`config.mk`:
```
export PLATFORM = sky130hd
export DESIGN_NAME = instr_fetch
export DESIGN_NICKNAME = d
export VERILOG_FILES = /design/src/rtl/cpu_pkg.sv /design/src/rtl/pc_reg.sv /design/src/rtl/instr_fetch.sv
export SDC_FILE = /design/constraint.sdc
export NUM_CORES = 1
export LEC_CHECK = 0
export ABC_AREA = 1
export CAP_MARGIN = 20
export CELL_PAD_IN_SITES_DETAIL_PLACEMENT = 1
export CELL_PAD_IN_SITES_GLOBAL_PLACEMENT = 1
export CORE_MARGIN = 4
export CORE_UTILIZATION = 29
export DETAILED_ROUTE_END_ITERATION = 8
export PLACE_DENSITY_LB_ADDON = 0.1
export SLEW_MARGIN = 20
export SYNTH_ARGS = -nofsm -noshare
export SYNTH_HDL_FRONTEND = slang
export SYNTH_HIERARCHICAL = 1
export SYNTH_SLANG_ARGS = --single-unit
export TNS_END_PERCENT = 1
```
`constraint.sdc`:
```
create_clock -name clk -period 2.1 [get_ports clk]
set_input_delay 0.21 -clock clk [delete_from_list [all_inputs] [get_ports clk]]
set_output_delay 0.21 -clock clk [all_outputs]
set_load 0.005 [all_outputs]
```
`src/rtl/cpu_pkg.sv`:
```
// Shared definitions for the 8-bit CPU: opcode field encodings and fetch-stage states.
package cpu_pkg;

    localparam logic [1:0] OP_STOP  = 2'b00;
    localparam logic [1:0] OP_LOAD  = 2'b01;
    localparam logic [1:0] OP_STORE = 2'b10;
    localparam logic [1:0] OP_JUMP  = 2'b11;

    typedef enum logic [2:0] {
        IDLE,
        REQ,
        HOLD,
        REDIR,
        HALT
    } fetch_state_t;

endpackage

```
`src/rtl/pc_reg.sv`:
```
// Program counter: sync reset to RESET_PC, jump load wins over increment, wraps modulo 2^ADDR_W.
module pc_reg #(
    parameter int                 ADDR_W   = 8,
    parameter logic [ADDR_W-1:0]  RESET_PC = '0
) (
    input  logic              clk,
    input  logic              rst,
    input  logic              load,
    input  logic [ADDR_W-1:0] load_val,
    input  logic              inc,
    output logic [ADDR_W-1:0] pc
);

    always_ff @(posedge clk) begin
        if (rst)       pc <= RESET_PC;
        else if (load) pc <= load_val;
        else if (inc)  pc <= pc + ADDR_W'(1);
    end

endmodule

```
`src/rtl/instr_fetch.sv`:
```
// Fetch stage: owns the PC, reads program memory over req/valid, and hands bytes
// to the control FSM over valid/ready. Parks in HALT after a STOP is consumed.
module instr_fetch
    import cpu_pkg::*;
#(
    parameter int                ADDR_W   = 8,
    parameter int                DATA_W   = 8,
    parameter logic [ADDR_W-1:0] RESET_PC = 8'h00
) (
    input  logic              clk,
    input  logic              rst,
    output logic              mem_req,
    output logic [ADDR_W-1:0] mem_addr,
    input  logic [DATA_W-1:0] mem_rdata,
    input  logic              mem_valid,
    output logic [DATA_W-1:0] instr,
    output logic              instr_valid,
    input  logic              instr_ready,
    input  logic              jump_en,
    input  logic [ADDR_W-1:0] jump_addr,
    output logic [ADDR_W-1:0] pc,
    output logic              halt
);

    fetch_state_t state, state_nxt;
    logic         fire;
    logic         consume;

    // A redirect in the same cycle as returning data throws that data away.
    assign fire    = (state == REQ) && mem_valid && !jump_en;
    assign consume = instr_valid && instr_ready;

    pc_reg #(.ADDR_W(ADDR_W), .RESET_PC(RESET_PC)) u_pc (
        .clk      (clk),
        .rst      (rst),
        .load     (jump_en),
        .load_val (jump_addr),
        .inc      (fire),
        .pc       (pc)
    );

    assign mem_req  = (state == REQ);
    assign mem_addr = pc;
    assign halt     = (state == HALT);

    always_comb begin
        state_nxt = state;
        case (state)
            IDLE:    state_nxt = REQ;
            REQ:     if (mem_valid) state_nxt = HOLD;
            HOLD:    if (consume)
                         state_nxt = (instr[DATA_W-1:DATA_W-2] == OP_STOP) ? HALT : REQ;
            REDIR:   state_nxt = REQ;
            HALT:    state_nxt = HALT;
            default: state_nxt = IDLE;
        endcase
        // Redirect overrides everything, including a STOP being consumed this cycle.
        if (jump_en) state_nxt = REDIR;
    end

    always_ff @(posedge clk) begin
        if (rst) begin
            state       <= IDLE;
            instr       <= '0;
            instr_valid <= 1'b0;
        end else begin
            state <= state_nxt;
            if (fire) begin
                instr       <= mem_rdata;
                instr_valid <= 1'b1;
            end else if (jump_en || consume) begin
                instr_valid <= 1'b0;
            end
        end
    end

    a_addr_stable: assert property (@(posedge clk) disable iff (rst)
        mem_req |=> (!mem_req || $stable(mem_addr)));

endmodule

```
Yosys cells after proc, flatten, opt, wreduce, memory -nomap -nowiden

Index checks and enable logic that the tools add are counted.

Bits of input ports: 21
Logic and storage cells: 36
Flip-flop bits (word level): 20
Output and inout bits: 27

Reduce and logical (&&, ||, !) cells: 13
Add/subtract/negate cells: 1
Multiplexer cells: 9
Equality and inequality tests: 8

Operators with widths:

| cell                                                | count |
|---|---|
| 2-to-1 mux 8 bit                                    | 2 |
| one-hot mux 3 bit (4 select lines)                  | 1 |
| 2-to-1 mux 3 bit                                    | 3 |
| adder 8 x 1 -> 8 bit, second input constant         | 1 |
| equality test 3 x 2 -> 1 bit, second input constant | 2 |
| AND reduction 2 bit                                 | 2 |
| nonzero test 2 bit                                  | 2 |
| OR reduction 2 bit                                  | 2 |
| equality test 3 x 1 -> 1 bit, second input constant | 1 |
| equality test 3 bit, second input constant          | 1 |
| logical AND 1 bit                                   | 3 |
| logical NOT 3 bit                                   | 1 |
| != test 3 x 1 -> 1 bit, second input constant       | 1 |
| != test 3 bit, second input constant                | 1 |
| logical NOT 2 bit                                   | 1 |
| 2-to-1 mux 1 bit                                    | 2 |
| 2-to-1 mux 2 bit                                    | 1 |
| != test 2 x 1 -> 1 bit, second input constant       | 1 |
| != test 2 bit, second input constant                | 1 |
| logical NOT 1 bit                                   | 1 |
| logical OR 1 bit                                    | 1 |

Depth between registers and ports, before layout

Gate-level depths: netlist of the first run.

Depth after elaboration: 5
Gate-level depth with buffers: 11
Gate-level depth less buffers: 10

Hierarchy

The synthesis of the first run kept the hierarchy.

By module, submodules not included:

| module      | sequential area each (um2) | cells an instance | instances | area an instance (um2) |
|---|---|---|---|---|
| instr_fetch | 240.2                      | 96                | 1         | 673.1 |
| pc_reg      | 160.2                      | 70                | 1         | 489.2 |

Worst setup path before layout of the first run

No wires, ideal clock.

Path type: register to register
Start: register state[0]
End: register u_pc.pc[4]
Arrival: 1.455 ns
Clock period less this slack: 1.570 ns
Cell stages (with the launch flop): 11
Path slack: 0.530 ns
Path through: dfxtp_1 -> inv_2 -> nor3_4 -> nand3_4 -> buf_6 -> inv_1 -> nand4_1 -> nand2_1 -> nand2_1 -> o21ai_0 -> inv_1

Word-level cells in the longest chain between the ends: 4

Ends and longest elaborated chain:

| element                             | RTL line          | RTL |
|---|---|---|
| from (decl)                         | instr_fetch.sv:25 | `fetch_state_t state, state_nxt;` |
| from (signal assigned)              | instr_fetch.sv:67 | `state <= state_nxt;` |
| equality test 3 x 1 -> 1 bit        | -                 |  |
| named net mem_req                   | instr_fetch.sv:12 | `output logic mem_req,` |
| logical AND 1 bit (2 in a row)      | instr_fetch.sv:30 | `assign fire = (state == REQ) && mem_valid && !jump_en;` |
| named net fire                      | instr_fetch.sv:26 | `logic fire;` |
| nonzero test 2 bit (no source line) | -                 |  |
| to (signal assigned)                | pc_reg.sv:16      | `else if (load) pc <= load_val;` |
| to (signal assigned)                | pc_reg.sv:17      | `else if (inc) pc <= pc + ADDR_W'(1);` |
| to (decl)                           | pc_reg.sv:11      | `output logic [ADDR_W-1:0] pc` |

The timed path passes the listed nets, and every way through them passes these cells.
A chain may end at the register's enable or synchronous reset.

Worst setup path after layout of the first run

Start: register state[0]
End: output port mem_req

Word-level cells in the longest chain between the ends: 1

Ends and longest elaborated chain:

| element                      | RTL line          | RTL |
|---|---|---|
| equality test 3 x 1 -> 1 bit | instr_fetch.sv:42 | `assign mem_req = (state == REQ);` |
| to (decl)                    | instr_fetch.sv:12 |  |

No other way between the ends.

==> results of run 1 <==
-- cells by family (layout without fill, tap and decap cells) --
kind of cell	Yosys count	count (layout)
AO/OA/AOI/OAI	20	20
XOR/XNOR	1	1
adder cells (fa/ha/maj)	1	1
buffers and inverters	35	79
flip-flops	20	20
AND/OR/NAND/NOR	89	89
-- per-stage QoR --
| step | total power, mW | utilization | instance area (um^2) |
|---|---|---|---|
| 2_1_floorplan | 0.531 | - | 1160 |
| 3_3_place_gp | 0.636 | 0.433 | 1630 |
| 3_5_place_dp | 0.646 | 0.433 | 1630 |
| 4_1_cts | 0.939 | 0.448 | 1690 |
| 5_1_grt | 0.986 | 0.448 | 1690 |
| 6_report | 0.924 | 0.448 | 1690 |
-- cell type report --
class / count / share of cell area
multi-input combinational: 111 / 0.347
timing repair buffer: 50 / 0.292
sequential: 20 / 0.237
inverter: 25 / 0.0556
tap: 48 / 0.0356
clock buffer: 4 / 0.0326
-- routing by layer --
layer	part of all wire	routed length, um	GRT usage
met2	0.48	1550	0.232
met1	0.45	1440	0.173
met3	0.059	189	0.0463
met5	0	0	0
met4	0.0031	10	0.0188
-- how the worst max path moves through the flow --
stage / start / endpoint / slack, ns / depth (start not counted)
2_1_floorplan: state[0] / u_pc/pc[4] / 0.53 / 10
5_1_grt: state[0] / mem_req / 0.27 / 3
4_1_cts: state[0] / mem_req / 0.35 / 3
3_5_place_dp: jump_en / u_pc/pc[4] / 0.42 / 9
6_report: state[0] / mem_req / 0.37 / 3
3_3_place_gp: jump_en / u_pc/pc[4] / 0.49 / 9
-- critical path, delay by kind of cell, from the launching register on --
kind | cells | cell delay, ns
flip-flops | 1 | 0.43
buffers and inverters | 2 | 0.63
AND/OR/NAND/NOR | 1 | 0.21
-- power groups by stage --
stage	clock (mW)	sequential, mW	combinational (mW)
after floorplan	0	0.433	0.0985
after global placement	0	0.435	0.202
after detailed placement	0	0.438	0.208
after CTS	0.301	0.429	0.208
after global routing	0.324	0.434	0.229
final	0.291	0.429	0.204
-- cells in the final DEF (no fill, tap or decap), types with 2 or more instances in the layout --
master           Yosys  final
o21ai_0              2      2
clkbuf_8             0      4
nor2_2              10     10
inv_2                3      3
nor3_1               2      2
nand2_2              2      2
inv_1               21     21
o21bai_1             2      2
buf_4                8      3
dfxtp_1             20     20
nand4_1              3      3
clkdlybuf4s50_1      0     47
nand3_2              2      2
nand2_1             42     42
nor2_1              18     18
a22oi_1              4      4
a21oi_1              8      8
nand3_1              6      6
==> flow_metrics.py, run 1 <==
metrics = {
    "min_path": {
        "holdPathEnd": "instr[4]",
        "hold_class": "reg -> reg",
        "min_from": "instr[4]",
        "hold_depth": 4,
    },
    "synth": {
        "muxShareOfSynthArea": 0,
        "avgSynthCellArea_um2": 7.00,
        "netlist_instances": 166,
        "synthFlopType": "dfxtp_1",
        "synth_edf_count": 0,
        "ys_top_cells_by_count": "nand2_1, inv_1, dfxtp_1, nor2_1, nor2_2",
        "yosysWarnings": 6,
        "yosysTopAreaCellShare": 0.344,
        "ys_seq_area_frac": 0.344,
        "yosysUniqueCellTypes": 28,
        "synthAdderAreaFrac": 0.0108,
        "yosysTopAreaCell": "dfxtp_1",
        "synth_xor_area_frac": 0.00753,
        "synth_compound_area_frac": 0.114,
        "synth_nets": 188,
        "synth.area.top_cells": "dfxtp_1, nand2_1, inv_1",
        "synth-seq-cells": 20,
        "postSynth.asyncResetShare": 0,
        "synth.most_common_cell": "nand2_1",
        "syn_area_um2": 1160,
        "synth-simple-area-share": 0.371,
        "synth_top_family_by_area": "simple AND/OR/NAND/NOR gates",
    },
    "cts": {
        "root_buffer": "clkbuf_8",
        "cts_made_buffers": 3,
        "h-tree-depth": 1,
        "cts_tree": "yes",
        "post-cts-setup-buffers": 0,
        "cts.sinks": 20,
        "path_clk_slew_ns": 0.07,
        "clockBufferDepth": 2,
        "cts_hold_buf": 0,
        "clk-insertion-delay-late_ns": 0.25,
        "cts_resized": 0,
    },
    "worst_setup_path": {
        "cpPeakStageDelay_ns": 0.55,
        "crit_chain": "inv_2, nor3_4, clkdlybuf4s50_1",
        "cp_max_fo": 5,
        "crit_required_ns": 1.89,
        "crit_type": "reg -> out",
        "r2r_setup_slack_ns": 0.55,
        "rr_worst_depth": 9,
        "critical_path_arrival_ns": 1.52,
        "critPathCaptureType": "primary output",
        "r2r_start": "state[0]",
        "r2r-end": "u_pc/pc[4]",
        "slowest_stage": "clkdlybuf4s50_1",
        "start_kind": "register",
    },
    "detailed_routing": {
        "wl_mm": 3.19,
        "dr_total_vias": 1192,
        "drtAntennaViolNets": 0,
        "vias_per_cell": 4.62,
        "wl_per_cell_um": 12.4,
        "first_pass_iters": 4,
        "drc": 0,
        "drt_iter0_markers": 40,
    },
    "sta": {
        "worstMarginPinSlew_ns": 0.309,
        "hold_viol": 0,
        "fin_skew_ns": 0.00234,
        "fmax_mhz": 579,
        "setup-tns-final_ns": 0,
        "finalCritPeriodShare": 0.823,
        "rsz0062_at_grt": "no",
        "layout_setup_ws_ns": 0.372,
        "slew_violations": 0,
        "fin_hold_ws_ns": 0.520,
        "setup_viol": 0,
        "maxSlewHeadroom": 0.794,
        "fin_crit_ns": 1.73,
    },
    "global_route": {
        "grt_antenna_before_repair": 0,
        "grt_pass1_vias": 1236,
        "grt_pass1_wl_mm": 5.74,
        "grt_max_degree": 18,
        "grtUsageTotal": 0.137,
        "overflow": 0,
    },
    "finish": {
        "fin_cells": 258,
        "num_antenna_cells": 0,
        "multi_input_area_um2": 586,
        "synthToLayoutAreaGrowth_pct": 45.2,
        "nFillCells": 489,
        "drive_above_1_share": 0.138,
        "seq_area_um2": 400,
        "nNetsFinal": 233,
    },
    "floorplanning": {
        "fp.dieH_um": 71.3,
        "row_count": 22,
        "die_w_um": 71.3,
        "top_level_ports": 48,
        "start_util": 0.308,
        "core_um2": 3770,
        "die_area_um2": 5090,
    },
    "power_and_ir_drop": {
        "p_sw_uw": 239,
        "pwr-share-seq": 0.464,
        "peakVddDrop_mv": 0.331,
        "p_per_area_nw_per_um2": 547,
        "p_comb_frac": 0.221,
        "p_int_uw": 684,
        "power_leakage_nw": 0.710,
        "swShare": 0.259,
        "power_frac_clock": 0.315,
    },
    "placed_design": {
        "place_inst": 254,
        "hpwl_mm": 2.58,
        "routabilityCongestion": 0.784,
        "portBuffers": 47,
        "pre_cts_ws_ns": 0.418,
    },
    "outcome": {
        "outcome": "finished clean",
    },
    "flow_run": {
        "drv_cap": 0,
    },
}
No activity file was read; power rests on OpenSTA's default activity.
==> run 2, diff against run 1 <==
- CORE_UTILIZATION: 29 -> 26
- clock period: 2.1 -> 1.5 ns (I/O delays scaled with it)
==> run 2 against run 1 <==
Effect of this change: total power up 43%; worst hold slack worse by 0.045 ns; sequential share of layout area down 0.073 points; highest routed layer unchanged; sequential power up 39%; clock skew up 0.0060 ns; first-iteration DRC count up 5.0%; worst setup slack worse by 0.31 ns.
==> flow_metrics.py, run 2 (synthesis results as in run 1) <==
metrics = {
    "outcome": {
        "outcome": "finished clean",
    },
    "cts": {
        "cts_tree": "yes",
        "clk-insertion-delay-late_ns": 0.26,
        "clockBufferDepth": 2,
        "root_buffer": "clkbuf_8",
        "h-tree-depth": 1,
        "cts.sinks": 20,
        "cts_made_buffers": 3,
        "cts_hold_buf": 0,
        "path_clk_slew_ns": 0.08,
    },
    "worst_setup_path": {
        "r2r_start": "state[0]",
        "critical_path_arrival_ns": 1.29,
        "crit_required_ns": 1.35,
        "rr_worst_depth": 10,
        "start_kind": "register",
        "cpPeakStageDelay_ns": 0.57,
        "critical_path_buf_inv_count": 1,
        "slowest_stage": "clkdlybuf4s50_1",
        "r2r-end": "u_pc/pc[4]",
        "crit_family": "buffers and inverters",
        "crit_chain": "clkdlybuf4s50_1",
        "critPathCaptureType": "primary output",
        "cp_max_fo": 6,
        "crit_type": "reg -> out",
        "r2r_setup_slack_ns": 0.13,
    },
    "finish": {
        "seq_area_um2": 410,
        "multi_input_area_um2": 592,
        "fin_cells": 265,
        "synthToLayoutAreaGrowth_pct": 49.3,
        "nFillCells": 535,
        "nNetsFinal": 236,
        "final_common_cell": "clkdlybuf4s50_1",
        "drive_above_1_share": 0.188,
        "num_antenna_cells": 0,
        "final_cell_mix": "clkdlybuf4s50_1, nand2_1, inv_1",
        "utilization": 0.399,
    },
    "power_and_ir_drop": {
        "peakVddDrop_mv": 0.471,
        "p_per_area_nw_per_um2": 759,
        "power_leakage_nw": 0.743,
        "fin_total_pwr_mw": 1.32,
    },
    "global_route": {
        "overflow": 0,
        "grt_pass1_vias": 1257,
        "grt_max_degree": 18,
        "grtUsageTotal": 0.132,
        "grt_pass1_wl_mm": 5.77,
        "grt_antenna_before_repair": 0,
    },
    "floorplanning": {
        "fp.dieH_um": 74.9,
        "core_um2": 4350,
        "start_util": 0.267,
        "die_w_um": 74.9,
        "die_area_um2": 5600,
        "top_level_ports": 48,
        "row_count": 24,
    },
    "placed_design": {
        "routabilityCongestion": 0.774,
        "place_inst": 260,
        "hpwl_mm": 2.57,
        "portBuffers": 47,
    },
    "sta": {
        "finalCritPeriodShare": 0.960,
        "setup_viol": 0,
        "worstMarginPinSlew_ns": 0.294,
        "slew_violations": 0,
        "maxSlewHeadroom": 0.803,
        "fin_crit_ns": 1.44,
        "hold_viol": 0,
        "rsz0062_at_grt": "yes",
        "fin_skew_ns": 0.00831,
        "fmax_mhz": 694,
    },
    "min_path": {
        "holdPathEnd": "instr[0]",
        "hold_class": "in -> reg",
        "hold_depth": 3,
        "min_from": "mem_rdata[0]",
    },
    "detailed_routing": {
        "dr_total_vias": 1153,
        "drtAntennaViolNets": 0,
        "drc": 0,
        "wl_per_cell_um": 12.4,
        "wl_mm": 3.29,
        "vias_per_cell": 4.35,
        "first_pass_iters": 3,
        "drt_iter0_markers": 42,
    },
    "flow_run": {
        "drv_cap": 0,
    },
}
-- run 2: area by class of cell --
cell class / instances / share of cell area
Inverter: 25 / 0.0555
Clock buffer: 4 / 0.0317
Sequential cell: 20 / 0.236
Multi-Input combinational cell: 111 / 0.341
Tap cell: 52 / 0.0375
Timing Repair Buffer: 53 / 0.298
-- run 2: power breakdown --
group	internal [mW]	switching (mW)	leakage, nW
clock	0.234	0.184	0.0288
sequential	0.562	0.0348	0.166
combinational	0.171	0.132	0.548
total	0.967	0.351	0.743
-- run 2: what timing repair did --
item / in CTS / in global routing
setup buffers: 1 / 0
endpoints found under the hold margin: 0 / 0
pin swaps: 1 / 2
endpoints found under the setup margin: 2 / 4
gates resized for setup: 7 / 3
-- run 2: how the worst max path moves through the flow --
stage / startpoint / to / slack (ns) / depth (start not counted)
floorplan: state[0] / u_pc/pc[4] / -0.004 / 10
global route: state[0] / u_pc/pc[4] / -0.02 / 10
finish: u_pc/pc[3] / mem_addr[3] / 0.06 / 1
CTS: state[0] / mem_req / 0.01 / 3
global placement: mem_valid / u_pc/pc[4] / 0.08 / 8
detailed placement: jump_en / u_pc/pc[0] / 0.01 / 9
-- run 2: per-layer routing --
layer	up-vias	GRT usage	part of all wire
met2	28	0.205	0.47
met3	5	0.0387	0.054
met5	-	0	0
li1	602	-	-
met1	518	0.181	0.47
met4	0	0.0336	0.0073
-- run 2: stage by stage --
step / TNS, ns / setup WS [ns] / hold WS [ns] / area (um^2)
3_3_place_gp: 0 / 0.0782 / 0.497 / 1660
2_1_floorplan: -0.00368 / -0.00368 / 0.210 / 1170
4_1_cts: 0 / 0.0106 / 0.468 / 1730
6_report: 0 / 0.0600 / 0.475 / 1740
3_5_place_dp: 0 / 0.0116 / 0.512 / 1660
5_1_grt: -0.0157 / -0.0157 / 0.473 / 1740
==> run 3, diff against run 2 <==
- CORE_MARGIN: 4 -> not set
- CTS_CLUSTER_DIAMETER: not set -> 30
- TNS_END_PERCENT: 1 -> 100
==> run 3 against run 2 <==
Effect of this change: worst hold slack gained 0.0037 ns; clock power grew 5%; global-route usage grew 1.5 points; critical path depth is the same; clock skew shrank 0.0063 ns; combinational power grew 2%; critical endpoint is now pc[0]; sequential power is essentially flat; largest cell class unchanged; final area grew 0.72%; utilization grew 2.3 points; largest power group unchanged; fmax shrank 0.76%.
==> flow_metrics.py, run 3 (synthesis results as in run 1) <==
metrics = {
    "finish": {
        "drive_above_1_share": 0.181,
        "nFillCells": 518,
        "synthToLayoutAreaGrowth_pct": 50.4,
        "final_cell_mix": "clkdlybuf4s50_1, nand2_1, inv_1",
        "utilization": 0.422,
        "multi_input_area_um2": 586,
        "nNetsFinal": 239,
        "seq_area_um2": 405,
        "fin_cells": 266,
        "num_antenna_cells": 0,
        "final_common_cell": "clkdlybuf4s50_1",
    },
    "worst_setup_path": {
        "slowest_stage": "clkdlybuf4s50_1",
        "critical_path_buf_inv_count": 1,
        "crit_type": "reg -> out",
        "critPathCaptureType": "primary output",
        "crit_family": "buffers and inverters",
        "start_kind": "register",
        "critical_path_arrival_ns": 1.30,
        "crit_chain": "clkdlybuf4s50_1",
        "crit_required_ns": 1.35,
        "cpPeakStageDelay_ns": 0.56,
        "cp_max_fo": 7,
    },
    "floorplanning": {
        "fp.dieH_um": 68.9,
        "core_um2": 4140,
        "top_level_ports": 48,
        "die_area_um2": 4740,
        "start_util": 0.280,
        "row_count": 23,
        "die_w_um": 68.9,
    },
    "detailed_routing": {
        "dr_total_vias": 1203,
        "wl_mm": 3.31,
        "drc": 0,
        "drtAntennaViolNets": 0,
        "first_pass_iters": 4,
        "drt_iter0_markers": 33,
        "vias_per_cell": 4.52,
        "wl_per_cell_um": 12.4,
    },
    "cts": {
        "clk-insertion-delay-late_ns": 0.26,
        "cts.sinks": 20,
        "cts_tree": "yes",
        "path_clk_slew_ns": 0.09,
        "cts_hold_buf": 0,
        "root_buffer": "clkbuf_8",
        "h-tree-depth": 1,
        "clockBufferDepth": 2,
        "cts_made_buffers": 3,
    },
    "power_and_ir_drop": {
        "power_leakage_nw": 0.758,
        "peakVddDrop_mv": 0.360,
        "fin_total_pwr_mw": 1.34,
        "p_per_area_nw_per_um2": 769,
    },
    "sta": {
        "fin_crit_ns": 1.45,
        "worstMarginPinSlew_ns": 0.290,
        "slew_violations": 0,
        "setup_viol": 0,
        "hold_viol": 0,
        "fmax_mhz": 689,
        "fin_skew_ns": 0.00199,
        "maxSlewHeadroom": 0.806,
        "finalCritPeriodShare": 0.967,
        "rsz0062_at_grt": "no",
    },
    "outcome": {
        "outcome": "finished clean",
    },
    "placed_design": {
        "place_inst": 259,
        "portBuffers": 47,
        "hpwl_mm": 2.58,
        "routabilityCongestion": 0.819,
    },
    "min_path": {
        "hold_class": "in -> reg",
    },
    "global_route": {
        "grt_max_degree": 18,
        "grt_pass1_vias": 1199,
        "grtUsageTotal": 0.148,
        "grt_antenna_before_repair": 0,
        "grt_pass1_wl_mm": 5.25,
        "overflow": 0,
    },
    "flow_run": {
        "drv_cap": 0,
    },
}
[run 3: changes by cell type in the layout (fill, tap and decap cells not counted), sizes merged]
cell	change
buf	+3
[run 3: path summary, 6_finish.rpt]
kind / slack, ns / to / from / depth (start not counted)
setup reg to reg: 0.12 / u_pc/pc[4] / state[0] / 10
setup / recovery: 0.05 / pc[0] / u_pc/pc[0] / 1
hold reg to reg: 0.52 / instr[1] / instr[1] / 4
hold / removal: 0.48 / instr[4] / mem_rdata[4] / 3
[run 3: routing by layer]
metal	wire [um]	track usage	share of wire	up-vias
met5	0	0	0	-
met2	1580	0.248	0.48	32
met4	43	0.0536	0.013	0
li1	-	-	-	613
met3	190	0.0280	0.057	4
met1	1500	0.187	0.45	554
[run 3: stage by stage]
stage               setup TNS [ns]  instance area [um^2]  hold slack, ns  worst slack, ns
floorplan                 -0.00368                  1170           0.210         -0.00368
global placement                 0                  1660           0.497           0.0561
detailed placement               0                  1660           0.514           0.0584
CTS                              0                  1730           0.476           0.0144
global route                     0                  1750           0.492          0.00138
finish                           0                  1750           0.478           0.0490
[run 3: cell type report]
| cell class | instances | share of cell area |
|---|---|---|
| Inverter | 25 | 0.0551 |
| Multi-Input combinational cell | 111 | 0.335 |
| Timing Repair Buffer | 56 | 0.311 |
| Clock buffer | 4 | 0.0315 |
| Sequential cell | 20 | 0.232 |
| Tap cell | 50 | 0.0358 |
[run 3: power by group]
part / switching [mW] / internal (mW) / total (mW)
Clock: 0.203 / 0.234 / 0.437
Combinational: 0.132 / 0.178 / 0.310
Sequential: 0.0339 / 0.562 / 0.596
[run 3: timing repair]
item,4_1_cts,5_1_grt
setup buffers,1,2
pin swaps,1,1
endpoints found under the setup margin,2,2
gates resized for setup,4,2
cloned,0,0
